`src/rtl/reset_sequencer.sv`:
```
// Ordered release of NUM_STAGE synchronous reset domains once the PLL lock is stable.
// Lock loss or a soft-reset request reasserts every stage and restarts the sequence.
module reset_sequencer #(
  parameter int    NUM_STAGE      = 4,
  parameter int    STAGE_GAP      = 16,
  parameter int    LOCK_FILTER    = 8,
  parameter int    HOLD_CYCLE     = 4,
  parameter string OUT_RST_ACTIVE = "HIGH"
) (
  input  logic                 i_clk,
  input  logic                 i_arst,
  input  logic                 i_pll_locked,
  input  logic                 i_sw_rst,
  output logic [NUM_STAGE-1:0] o_srst,
  output logic                 o_done,
  output logic [1:0]           o_state
);

  // state       | meaning
  // S_HOLD      | all stages asserted for at least HOLD_CYCLE cycles
  // S_LOCK_WAIT | waiting for LOCK_FILTER consecutive synchronized lock cycles
  // S_RELEASE   | releasing one stage every STAGE_GAP cycles
  // S_RUN       | all stages released
  typedef enum logic [1:0] {
    S_HOLD      = 2'd0,
    S_LOCK_WAIT = 2'd1,
    S_RELEASE   = 2'd2,
    S_RUN       = 2'd3
  } state_t;

  localparam int HCW = (HOLD_CYCLE  > 1) ? $clog2(HOLD_CYCLE)  : 1;
  localparam int LCW = (LOCK_FILTER > 1) ? $clog2(LOCK_FILTER) : 1;
  localparam int GCW = (STAGE_GAP   > 1) ? $clog2(STAGE_GAP)   : 1;
  localparam int IW  = (NUM_STAGE   > 1) ? $clog2(NUM_STAGE)   : 1;

  localparam logic [HCW-1:0] HOLD_LAST = HCW'(HOLD_CYCLE - 1);
  localparam logic [LCW-1:0] LOCK_LAST = LCW'(LOCK_FILTER - 1);
  localparam logic [GCW-1:0] GAP_LAST  = GCW'(STAGE_GAP - 1);
  localparam logic [IW-1:0]  IDX_LAST  = IW'(NUM_STAGE - 1);
  localparam bit             ACT_HIGH  = (OUT_RST_ACTIVE == "HIGH");

  logic                 r_sync1;
  logic                 r_sync2;
  state_t               r_state;
  logic [HCW-1:0]       r_hold_cnt;
  logic [LCW-1:0]       r_lock_cnt;
  logic [GCW-1:0]       r_gap_cnt;
  logic [IW-1:0]        r_idx;
  logic [NUM_STAGE-1:0] r_rel;
  logic                 r_done;

  state_t               w_state_nxt;
  logic [HCW-1:0]       w_hold_nxt;
  logic [LCW-1:0]       w_lock_nxt;
  logic [GCW-1:0]       w_gap_nxt;
  logic [IW-1:0]        w_idx_nxt;
  logic [NUM_STAGE-1:0] w_rel_nxt;
  logic                 w_done_nxt;

  logic w_sync_lock;
  logic w_abort;
  logic w_hold_tc;
  logic w_lock_tc;
  logic w_gap_tc;
  logic w_last_stage;

  assign w_sync_lock  = r_sync2;
  assign w_hold_tc    = (r_hold_cnt == HOLD_LAST);
  assign w_lock_tc    = (r_lock_cnt == LOCK_LAST);
  assign w_gap_tc     = (r_gap_cnt == GAP_LAST);
  assign w_last_stage = (r_idx == IDX_LAST);
  // Lock loss only aborts once sequencing has started; LOCK_WAIT just refilters.
  assign w_abort = (r_state != S_HOLD) &&
                   (i_sw_rst || (!w_sync_lock && (r_state == S_RELEASE || r_state == S_RUN)));

  always_ff @(posedge i_clk or negedge i_arst) begin
    if (!i_arst) begin
      r_sync1    <= 1'b0;
      r_sync2    <= 1'b0;
      r_state    <= S_HOLD;
      r_hold_cnt <= '0;
      r_lock_cnt <= '0;
      r_gap_cnt  <= '0;
      r_idx      <= '0;
      r_rel      <= '0;
      r_done     <= 1'b0;
    end else begin
      r_sync1    <= i_pll_locked;
      r_sync2    <= r_sync1;
      r_state    <= w_state_nxt;
      r_hold_cnt <= w_hold_nxt;
      r_lock_cnt <= w_lock_nxt;
      r_gap_cnt  <= w_gap_nxt;
      r_idx      <= w_idx_nxt;
      r_rel      <= w_rel_nxt;
      r_done     <= w_done_nxt;
    end
  end

  always_comb begin
    w_state_nxt = r_state;
    case (r_state)
      S_HOLD: begin
        if (!i_sw_rst && w_hold_tc) w_state_nxt = S_LOCK_WAIT;
      end
      S_LOCK_WAIT: begin
        if (w_abort)                        w_state_nxt = S_HOLD;
        else if (w_sync_lock && w_lock_tc)  w_state_nxt = S_RELEASE;
      end
      S_RELEASE: begin
        if (w_abort)                        w_state_nxt = S_HOLD;
        else if (w_gap_tc && w_last_stage)  w_state_nxt = S_RUN;
      end
      S_RUN: begin
        if (w_abort) w_state_nxt = S_HOLD;
      end
      default: w_state_nxt = S_HOLD;
    endcase
  end

  // Counters default to zero so every state exit leaves them cleared.
  always_comb begin
    w_hold_nxt = '0;
    w_lock_nxt = '0;
    w_gap_nxt  = '0;
    w_idx_nxt  = r_idx;
    w_rel_nxt  = r_rel;
    w_done_nxt = r_done;
    if (w_abort) begin
      w_idx_nxt  = '0;
      w_rel_nxt  = '0;
      w_done_nxt = 1'b0;
    end else begin
      case (r_state)
        S_HOLD: begin
          w_idx_nxt  = '0;
          w_rel_nxt  = '0;
          w_done_nxt = 1'b0;
          if (!i_sw_rst && !w_hold_tc) w_hold_nxt = r_hold_cnt + 1'b1;
        end
        S_LOCK_WAIT: begin
          w_idx_nxt = '0;
          if (w_sync_lock && !w_lock_tc) w_lock_nxt = r_lock_cnt + 1'b1;
        end
        S_RELEASE: begin
          if (w_gap_tc) begin
            w_rel_nxt[r_idx] = 1'b1;
            if (w_last_stage) begin
              w_idx_nxt  = '0;
              w_done_nxt = 1'b1;
            end else begin
              w_idx_nxt = r_idx + 1'b1;
            end
          end else begin
            w_gap_nxt = r_gap_cnt + 1'b1;
          end
        end
        S_RUN: begin
          w_done_nxt = 1'b1;
        end
        default: begin
          w_rel_nxt  = '0;
          w_done_nxt = 1'b0;
        end
      endcase
    end
  end

  assign o_srst  = ACT_HIGH ? ~r_rel : r_rel;
  assign o_done  = r_done;
  assign o_state = r_state;

endmodule

```
`config.mk`:
```
export PLATFORM = sky130hd
export DESIGN_NAME = reset_sequencer
export DESIGN_NICKNAME = d
export VERILOG_FILES = /design/src/rtl/reset_sequencer.sv
export SDC_FILE = /design/constraint.sdc
export NUM_CORES = 1
export LEC_CHECK = 0
export ABC_AREA = 1
export ABC_CLOCK_PERIOD_IN_PS = 2200
export BUFFER_PORTS_ARGS = -buffer_cell sky130_fd_sc_hd__buf_4
export CAP_MARGIN = 20
export CORE_MARGIN = 1.5
export CORE_UTILIZATION = 43
export CTS_CLUSTER_DIAMETER = 80
export CTS_CLUSTER_SIZE = 10
export DETAILED_ROUTE_END_ITERATION = 16
export GPL_ROUTABILITY_DRIVEN = 0
export SYNTH_ARGS = -nofsm -noshare
export SYNTH_HDL_FRONTEND = slang
export SYNTH_SLANG_ARGS = --single-unit
```
`constraint.sdc`:
```
create_clock -name i_clk -period 2.2 [get_ports i_clk]
set_clock_uncertainty 0.15 [all_clocks]
set_input_delay 0 -clock i_clk [delete_from_list [all_inputs] [get_ports i_clk]]
set_output_delay 0 -clock i_clk [all_outputs]
set_load 0.01 [all_outputs]
```
==> impl_metrics.py <==
metrics = {
    "run_status": {
        "outcome": "finished, final reports clean",
    },
    "sta": {
        "slew_headroom": 0.3805,
        "period_share": 0.8726,
        "period_needed_ns": 1.920,
        "setup-tns-final_ns": 0,
        "hold_slack_ns": 0.1983,
        "rsz0062_at_grt": "no",
        "slew_viol_final": 0,
        "report.final.hold_viol_count": 0,
        "worst_slew_pin_slew_ns": 0.9262,
        "finalSetupViolCount": 0,
        "fmax_mhz": 520.9,
        "setup_ws_ns": 0.2803,
    },
    "cts": {
        "clock_path_buffers": 2,
        "cts_tree": "yes",
        "hold_buffers": 4,
        "clk_latency_ns": 0.30,
        "cts_resized": 0,
        "numCtsBuffers": 3,
        "htree_levels": 1,
        "root_buffer": "clkbuf_4",
        "clkTransAtPathRegs_ns": 0.12,
        "post_cts_buffers": 0,
        "cts_sinks": 20,
    },
    "worst_setup_path": {
        "cp_top_family": "simple AND/OR/NAND/NOR gates",
        "worst_path_largest_cell_delay_ns": 0.43,
        "path_buf_inv": 1,
        "path_common_cell": "nand2_1",
        "rr_worst_depth": 9,
        "worstSetupEndpointType": "register",
        "crit_cells": 9,
        "crit_path_start_kind": "register",
        "worstPathMaxFanout": 7,
        "cp.arrival_ns": 2.02,
        "worst-setup-path-type": "reg -> reg",
        "required_ns": 2.30,
        "crit_path_top_delay_cell": "dfrtp_1",
        "path_cells": "inv_1, ha_1, o21ai_2, nand2_1, nand2_1, nand3_1, nand2_1, nand2_1, nand2_1",
    },
    "floorplan": {
        "coreArea_um2": 2455,
        "die_w_um": 53.63,
        "start_util": 0.4490,
        "dieArea_um2": 2876,
        "die_h_um": 53.63,
        "rows": 18,
        "io_pins": 11,
    },
    "synthesis": {
        "synth.distinct_cells": 18,
        "yosysTopAreaCellShare": 0.4540,
        "netlist_instances": 132,
        "syn-num-nets": 149,
        "synth_edf_count": 0,
        "synth.area.top_cells": "dfrtp_1, ha_1, nand2_1",
        "yosysSeqAreaShare": 0.4540,
        "async_flop_share": 1.000,
        "synth_common_cells": "nand2_1, dfrtp_1, inv_1",
        "synth.avg_cell_area_um2": 8.351,
        "synth-main-ff-cell": "dfrtp_1",
        "synth_most_common_cell": "nand2_1",
        "synth_area_um2": 1102,
        "yosys_warnings": 0,
        "yosys.area.top_type": "dfrtp_1",
        "ys_ff_latch": 20,
    },
    "place": {
        "pre_cts_slack_ns": 0.3131,
        "hpwl_um": 1434,
        "port-buffer-count": 10,
    },
    "routing": {
        "vias_per_cell": 4.822,
        "vias": 868,
        "routed_wirelength_um": 1992,
        "first_pass_iters": 4,
        "wl_per_cell_um": 11.07,
        "route.detailed.drc": 0,
        "dr.first_iter.drc_count": 13,
        "ant_nets": 0,
    },
    "pwr": {
        "p_per_area_nw_per_um2": 912.9,
        "peakVddDrop_v": 0.0004649,
        "finalPower_mw": 1.178,
        "leakage_nw": 0.6954,
    },
    "hold_path": {
        "holdPathStages": 2,
        "hold_class": "in -> reg",
    },
    "cells_and_area": {
        "nFillCells": 227,
        "layout.nets": 168,
        "drive_gt1_frac": 0.1267,
        "diodes": 0,
        "areaGrowthSynthToFinish_pct": 17.03,
    },
    "global_route": {
        "grt_pass1_vias": 853,
        "grt_max_degree": 21,
        "grt_pass1_wl_um": 3519,
        "overflow": 0,
        "grt_usage": 0.1703,
        "antenna_found_initial": 0,
    },
    "flow_run": {
        "drv_cap": 0,
    },
}
==> power breakdown <==
group          switching [mW]  internal, mW  leakage (nW)
clock network           0.115         0.101        0.0210
registers              0.0416         0.422         0.270
logic                   0.309         0.190         0.405
total                   0.465         0.713         0.695
==> registers in the layout, summed over array words and instances (netlist names) <==
signal and cells:
o_done 1, o_state 2, r_idx 2, r_sync1 1, r_sync2 1, r_rel 4, r_hold_cnt 2, r_gap_cnt 4
r_lock_cnt 3
==> cells by family (layout without fill, tap and decap cells) <==
kind of cell	count (synthesis)	in the layout	share of synthesized area
AND/OR/NAND/NOR	65	65	0.2508
buffers and inverters	21	39	0.07945
flip-flops	20	20	0.4540
adder cells (fa/ha/maj)	13	13	0.1476
AO/OA/AOI/OAI	12	12	0.06016
XOR/XNOR	1	1	0.007947
==> layout by cell type (no fill, tap or decap), types with 2 or more instances in the layout <==
master,synthesis,final
nand4_1,2,2
o21ai_0,5,5
nor2_1,18,18
clkbuf_4,0,3
dlygate4sd3_1,0,4
a21oi_1,3,3
nand2_1,29,29
nand3_1,13,13
ha_1,13,13
dfrtp_1,20,20
o21ai_1,2,2
buf_4,0,12
inv_1,19,19
==> metal layers <==
layer / vias to the layer above / GRT usage / routed length (um)
met5: - / 0 / 0
met4: 0 / 0.08974 / 36
met3: 4 / 0.02500 / 49
met2: 15 / 0.2675 / 889
met1: 399 / 0.2267 / 1017
li1: 450 / - / -
==> worst paths after layout <==
path	startpoint	to	slack [ns]
max in group asynchronous	i_arst	r_gap_cnt[0]$_DFF_PN0_	0.59
max	o_state[0]$_DFFE_PN0P_	r_rel[3]$_DFFE_PN0P_	0.28
max reg2reg	o_state[0]$_DFFE_PN0P_	r_rel[3]$_DFFE_PN0P_	0.28
min in group asynchronous	i_arst	r_gap_cnt[3]$_DFF_PN0_	0.75
min reg2reg	r_sync1$_DFF_PN0_	r_sync2$_DFF_PN0_	0.21
min	i_pll_locked	r_sync1$_DFF_PN0_	0.20
==> stage by stage <==
step                      std cells  utilization  instance area (um2)
after floorplan                 132            -                 1102
after global placement          172       0.4944                 1214
after detailed placement        172       0.4944                 1214
after CTS                       180       0.5255                 1290
after global routing            180       0.5255                 1290
final                           180       0.5255                 1290
==> layout make-up <==
cell class | instances | area, um2 | share of cell area
Clock buffer | 4 | 36.28 | 0.02813
Inverter | 19 | 71.32 | 0.05529
Multi-Input combinational cell | 91 | 514.2 | 0.3986
Sequential cell | 20 | 500.5 | 0.3880
Tap cell | 30 | 37.54 | 0.02910
Timing Repair Buffer | 16 | 130.1 | 0.1009
(Power assumes the default switching activity.)
